===== config.mk =====
export PLATFORM = sky130hd
export DESIGN_NAME = switch_debouncer_flat
export DESIGN_NICKNAME = d
export VERILOG_FILES = /design/src/rtl/switch_debouncer_if.sv /design/src/rtl/switch_debouncer.sv /design/src/flat_wrapper.sv
export SDC_FILE = /design/constraint.sdc
export NUM_CORES = 1
export LEC_CHECK = 0
export CAP_MARGIN = 15
export CORE_AREA = 5 5 42 44
export DETAILED_ROUTE_END_ITERATION = 8
export DIE_AREA = 0 0 47 49
export PLACE_DENSITY = 0.67
export SYNTH_ARGS = -nofsm -noshare
export SYNTH_HDL_FRONTEND = slang
export SYNTH_SLANG_ARGS = --single-unit

===== constraint.sdc =====
create_clock -name clk -period 3.4 [get_ports clk]
set_clock_uncertainty 0.1 [all_clocks]
set_input_delay 0.51 -clock clk [delete_from_list [all_inputs] [get_ports clk]]
set_output_delay 0.51 -clock clk [all_outputs]
set_load 0.05 [all_outputs]

===== src/rtl/switch_debouncer_if.sv =====
// Switch conditioning bus: raw pattern in, committed pattern and strobes out.
// Optional build macro SWDEB_TICK_EN adds the tick sample-enable signal.
interface switch_debouncer_if #(
  parameter int WIDTH = 2
);
  logic [WIDTH-1:0] sw_raw;
`ifdef SWDEB_TICK_EN
  logic             tick;
`endif
  logic [WIDTH-1:0] sw_clean;
  logic             changed;
  logic             settling;

`ifdef SWDEB_TICK_EN
  modport master (
    output sw_raw,
    output tick,
    input  sw_clean,
    input  changed,
    input  settling
  );
  modport slave (
    input  sw_raw,
    input  tick,
    output sw_clean,
    output changed,
    output settling
  );
`else
  modport master (
    output sw_raw,
    input  sw_clean,
    input  changed,
    input  settling
  );
  modport slave (
    input  sw_raw,
    output sw_clean,
    output changed,
    output settling
  );
`endif
endinterface


===== src/rtl/switch_debouncer.sv =====
// Synchronizes and debounces a multi-bit switch pattern, with a change strobe.
// Optional build macro SWDEB_TICK_EN: FSM advances only on tick cycles.
module switch_debouncer #(
  parameter int WIDTH           = 2,
  parameter int SYNC_STAGES     = 2,
  parameter int DEBOUNCE_CYCLES = 4
) (
  input  logic                clk,
  input  logic                reset_n,
  switch_debouncer_if.slave   sw
);

  localparam int CW = $clog2(DEBOUNCE_CYCLES + 1);

  typedef enum logic {
    STABLE,
    SETTLING
  } state_t;

  logic [WIDTH-1:0] sync_q [SYNC_STAGES];
  logic [WIDTH-1:0] sync_sw;

  state_t           state_q, state_d;
  logic [WIDTH-1:0] cand_q, cand_d;
  logic [CW-1:0]    cnt_q, cnt_d;
  logic [WIDTH-1:0] clean_q, clean_d;
  logic             changed_q, changed_d;
  logic             adv;

`ifdef SWDEB_TICK_EN
  assign adv = sw.tick;
`else
  assign adv = 1'b1;
`endif

  always_ff @(posedge clk or negedge reset_n) begin
    if (!reset_n) begin
      for (int i = 0; i < SYNC_STAGES; i++)
        sync_q[i] <= '0;
    end else begin
      sync_q[0] <= sw.sw_raw;
      for (int i = 1; i < SYNC_STAGES; i++)
        sync_q[i] <= sync_q[i-1];
    end
  end

  assign sync_sw = sync_q[SYNC_STAGES-1];

  always_ff @(posedge clk or negedge reset_n) begin
    if (!reset_n) begin
      state_q   <= STABLE;
      cand_q    <= '0;
      cnt_q     <= '0;
      clean_q   <= '0;
      changed_q <= 1'b0;
    end else begin
      state_q   <= state_d;
      cand_q    <= cand_d;
      cnt_q     <= cnt_d;
      clean_q   <= clean_d;
      changed_q <= changed_d;
    end
  end

  // Returning to the committed pattern beats restart, restart beats commit.
  always_comb begin
    state_d   = state_q;
    cand_d    = cand_q;
    cnt_d     = cnt_q;
    clean_d   = clean_q;
    changed_d = 1'b0;
    if (adv) begin
      unique case (state_q)
        STABLE: begin
          if (sync_sw != clean_q) begin
            state_d = SETTLING;
            cand_d  = sync_sw;
            cnt_d   = CW'(1);
          end
        end
        SETTLING: begin
          if (sync_sw == clean_q) begin
            state_d = STABLE;
            cnt_d   = '0;
          end else if (sync_sw != cand_q) begin
            cand_d = sync_sw;
            cnt_d  = CW'(1);
          end else if (cnt_q == CW'(DEBOUNCE_CYCLES - 1)) begin
            clean_d   = cand_q;
            changed_d = 1'b1;
            state_d   = STABLE;
            cnt_d     = '0;
          end else begin
            cnt_d = cnt_q + CW'(1);
          end
        end
        default: begin
          state_d = STABLE;
          cnt_d   = '0;
        end
      endcase
    end
  end

  assign sw.sw_clean = clean_q;
  assign sw.changed  = changed_q;
  assign sw.settling = (state_q == SETTLING);

endmodule


===== src/flat_wrapper.sv =====
// flat-port wrapper written by rule: the top's interface ports become plain ports
module switch_debouncer_flat 
#(
  parameter int WIDTH           = 2,
  parameter int SYNC_STAGES     = 2,
  parameter int DEBOUNCE_CYCLES = 4
)
  (clk, reset_n, sw_sw_raw, sw_sw_clean, sw_changed, sw_settling);
  switch_debouncer_if #(.WIDTH(WIDTH)) sw_i ();
  input  logic clk;
  input  logic reset_n;
  input wire logic [$bits(sw_i.sw_raw)-1:0] sw_sw_raw;
  output wire logic [$bits(sw_i.sw_clean)-1:0] sw_sw_clean;
  output wire logic [$bits(sw_i.changed)-1:0] sw_changed;
  output wire logic [$bits(sw_i.settling)-1:0] sw_settling;
  assign sw_i.sw_raw = sw_sw_raw;
  assign sw_sw_clean = sw_i.sw_clean;
  assign sw_changed = sw_i.changed;
  assign sw_settling = sw_i.settling;
  switch_debouncer #(.WIDTH(WIDTH), .SYNC_STAGES(SYNC_STAGES), .DEBOUNCE_CYCLES(DEBOUNCE_CYCLES)) u_core (.clk(clk), .reset_n(reset_n), .sw(sw_i));
endmodule

== Yosys cells after proc, flatten, opt, wreduce, memory -nomap -nowiden ==
Index checks and enable logic that the tools add are counted.
Storage, ports and cells
  register bits after elaboration: 13
  bits of input ports: 4
  output and inout bits: 4
  logic and storage cells: 38
Cells by class
  add/subtract/negate cells: 1
  equality and inequality tests: 7
  mux-type cells: 18
  bitwise logic cells: 3
  reduce and logical (&&, ||, !) cells: 2
Operators with widths (count)
  $mux W3: 4
  $mux W1: 8
  $mux W2: 3
  $pmux W3 S2: 1
  $ne A2 B2 Y1: 2
  $ne A2 B2 Y1 const B: 2
  $pmux W2 S2: 1
  $reduce_and A4 Y1: 1
  $add A3 B1 Y3 const B: 1
  $eq A3 B2 Y1 const B: 1
  $not A1 Y1: 3
  $reduce_and A3 Y1: 1
  $eq A2 B2 Y1: 1
  $ne A2 B1 Y1 const B: 1
  $pmux W1 S2: 1

== Logic depth before layout (Yosys ltp) ==
  word-level depth: 5
  gate-level depth with buffers: 4

== Worst setup path before layout ==
No wires, ideal clock.
  kind: register to register
  start point: register u_core.clean_q[1], in the netlist u_core.sw.sw_clean[1]
  end point: register u_core.clean_q[0], in the netlist u_core.sw.sw_clean[0]
  arrival: 1563 ps
  required time: 3172 ps
  slack: 1609 ps
  stages on the path, launching flop included: 5
  path buffers: 0
  clock period less this slack: 1791 ps
  cell sequence: dfrtp_1 -> xor2_1 -> nor2_2 -> nor3_4 -> mux2_1
Between the ends
  word-level cells in the longest chain between the ends: 3
Ends and longest elaborated chain
  from (decl): RTL line switch_debouncer.sv:26  | logic [WIDTH-1:0] clean_q, clean_d;
  from (signal assigned): RTL line switch_debouncer.sv:60  | clean_q <= clean_d;
  $eq A2 B2 Y1: RTL line switch_debouncer.sv:82  | if (sync_sw == clean_q) begin
  $not A1 Y1 (no line)
  $reduce_and A4 Y1 (no line)
Every way passes these cells.
A chain may end at the register's enable or synchronous reset.

== Worst setup path after layout ==
  start point: register u_core.state_q, in the netlist u_core.sw.settling
  end point: output port sw_settling
RTL lines
  from (decl): RTL line switch_debouncer.sv:23  | state_t state_q, state_d;
  from (signal assigned): RTL line switch_debouncer.sv:57  | state_q <= state_d;
  to (decl): RTL line flat_wrapper.sv:15  | output wire logic [$bits(sw_i.settling)-1:0] sw_settling;
No word-level cell between the ends.

==> results.md <==
- Status: finished, final reports clean
- Area of the multi-input gates: 183 um2
- Clk root buf: clkbuf_4
- Non-Filler Instances: 65
- Final worst-path cycle share: 61.6%
- Max Cap Violations: 0
- Largest net degree at the start of global routing: 14
- CP Data Arrival Time: 1490 ps
- Worst Setup SP: u_core.sw.settling
- Crit-path cells: clkdlybuf4s50_1
- DP Wirelength: 587 um
- Crit. path cell count: 1
- ANT nets after route: 0
- CTS tree: done
- Layout cells sized above 1: 10.2%
- RSZ-0062 raised after global routing: no
- # DRC: 0
- Crit path time final: 2100 ps
- YS warnings: 0
- VDD IR-drop max: 0.304 mV
- R2R cell count: 4
- Worst r2r src: u_core.sync_sw[1]
- CP endpoint kind: primary output
- Leak: 0.273 nW
- Least-Margin Pin Slew: 550 ps
- Top cell type's share of synthesized area: 63.6%
- Ports: 8
- Final nets: 55
- Global-route wire length before repair: 1.42 mm
- Rows: 14
- Vias per cell: 4.86
- Clk sinks: 13
- Post-Synthesis Cells: 38
- GPL Wtd Cong: 0.799
- Clock-pin slew on the worst setup and hold paths: 80 ps
- Hold Crit Class: register to register
- Total track usage: 8.78%
- Required time of the critical path: 2790 ps
- Synth area leader: dfrtp_1
- Pre-Repair DR Iteration Count: 2
- CP peak stage delay: 820 ps
- # hold bufs at CTS: 0
- CP Launch Type: register
- Setup CP Type: register to primary output
- CTS Buffer Depth: 2
- Cts bufs inserted: 3
- Most frequent cells in the layout: dfrtp_1, clkdlybuf4s50_1, mux2_1
- Vias in the first global route: 327
- Routed Wire Length: 788 um
- Register Area: 325 um2
- Die area: 2300 um2
- Core footprint: 1400 um2
- Pwr/cell area: 772 nW/um2
- Setup Buffers After CTS: 0
- Die Height: 49 um
- Routed length per instance: 12.1 um
- Fillers: 143
- Final Hold Viols: 0
- Starting DRT DRC Count: 1
- Highest clock rate: 477 MHz
- Setup tns final: 0 ps
- Worst slew margin: 63.2%
- Max Slew Vio Count: 0
- Reg-to-Reg End: u_core.sw.sw_clean[0]
- Largest fanout on the critical path: 4
- IO buf count: 7
- Seq cells post-synth: 13
- Post-Syn Area: 512 um2
- Antenna Cells: 0
- Cts repair resizes: 0
- Syn-to-layout area delta: 22.7%
- GRT Residual Overflow: 0
- Total power: 485 uW
- Commonest non-fill, non-tap cell in the layout: dfrtp_1
- Antenna violations before repair: 0
- Clock Latency Late Sink: 270 ps
- Sequential fraction of the synthesis area: 63.6%
- Avg Synthesized Cell Area: 13.5 um2
- H-tree depth: 1
- Top cell family by delay on the critical path: buffers and inverters
- Hold endpoint: u_core.sync_sw[1]
- Synth Net Count: 43
- Count of final setup violators: 0
- Vias: 316
- Synth area leaders: dfrtp_1, mux2_1, xnor2_1, xor2_1, nor3_4
- DIE WIDTH: 47 um
- WHS: 256 ps
- Worst Hold Launch: u_core.sync_q[3]
- Min-Delay Path Depth: 0
- Dpl cells: 61
- CP bufs+invs: 1
- R2R setup slack: 1740 ps
- Initial Utilization: 36.5%
- Distinct cells, synth: 18
- Slowest cell on crit path: clkdlybuf4s50_1
## power breakdown
group          leakage [nW]  total (mW)  switching [mW]  internal [mW]
Combinational        0.0990       0.172           0.108         0.0648
Sequential            0.159       0.219          0.0291          0.190
Clock                0.0150      0.0937          0.0483         0.0454
## cells by family after synthesis
group                      count (synthesis)  share of synthesized area (%)
buffers and inverters                      1                          0.733
adders and majority gates                  1                           2.44
AOI/OAI and AO/OA                          5                           5.38
xor gates and xnor gates                   4                           6.85
and+or+nand+nor                           10                           12.2
DFF                                       13                           63.6
muxes                                      4                           8.80
## cells in the mapped netlist
library cell,count
dfrtp_1,13
o21ai_1,2
nand2_1,1
o21ai_0,1
nand3b_1,1
nor3_1,2
nor2_1,2
ha_1,1
nor3_4,1
nand2b_1,1
xnor2_1,2
mux2_1,4
nor2_2,1
nand3_1,1
o21a_1,1
inv_1,1
xor2_1,2
a21oi_1,1
## sequential cells by signal, summed over array words and instances (netlist names)
signal,count
u_core.sync_sw,2
u_core.cnt_q,3
u_core.sw.changed,1
u_core.sw.sw_clean,2
u_core.sw.settling,1
u_core.cand_q,2
u_core.sync_q,2
## layout make-up
type | count | share of cell area (%)
Sequential cell | 13 | 51.8
Multi-Input combinational cell | 24 | 29.1
Timing Repair Buffer | 7 | 11.2
Clock buffer | 4 | 4.18
Tap cell | 16 | 3.19
Inverter | 1 | 0.598
## through the flow
step	util [%]	cell area [um2]	setup WS (ps)
floorplan	-	512	1610
global placement	42.9	602	1600
detailed placement	42.9	602	1600
CTS	44.8	628	1290
global route	44.8	628	1250
finish	44.8	628	1300
## per-layer routing
| layer | global-route usage (%) | up-vias | routed length, um |
|---|---|---|---|
| li1 | - | 153 | - |
| met1 | 12.4 | 154 | 395 |
| met2 | 10.6 | 7 | 331 |
| met3 | 3.69 | 2 | 55 |
| met4 | 5.53 | 0 | 5 |
| met5 | 0 | - | 0 |
## worst max path at each step
stage	end	slack [ps]
3_5_place_dp	sw_settling	1600
5_1_grt	sw_settling	1250
6_report	sw_settling	1300
2_1_floorplan	u_core.sw.sw_clean[0]	1610
4_1_cts	sw_settling	1290
3_3_place_gp	sw_settling	1600
Note: power is estimated with default switching activity, not from simulation.
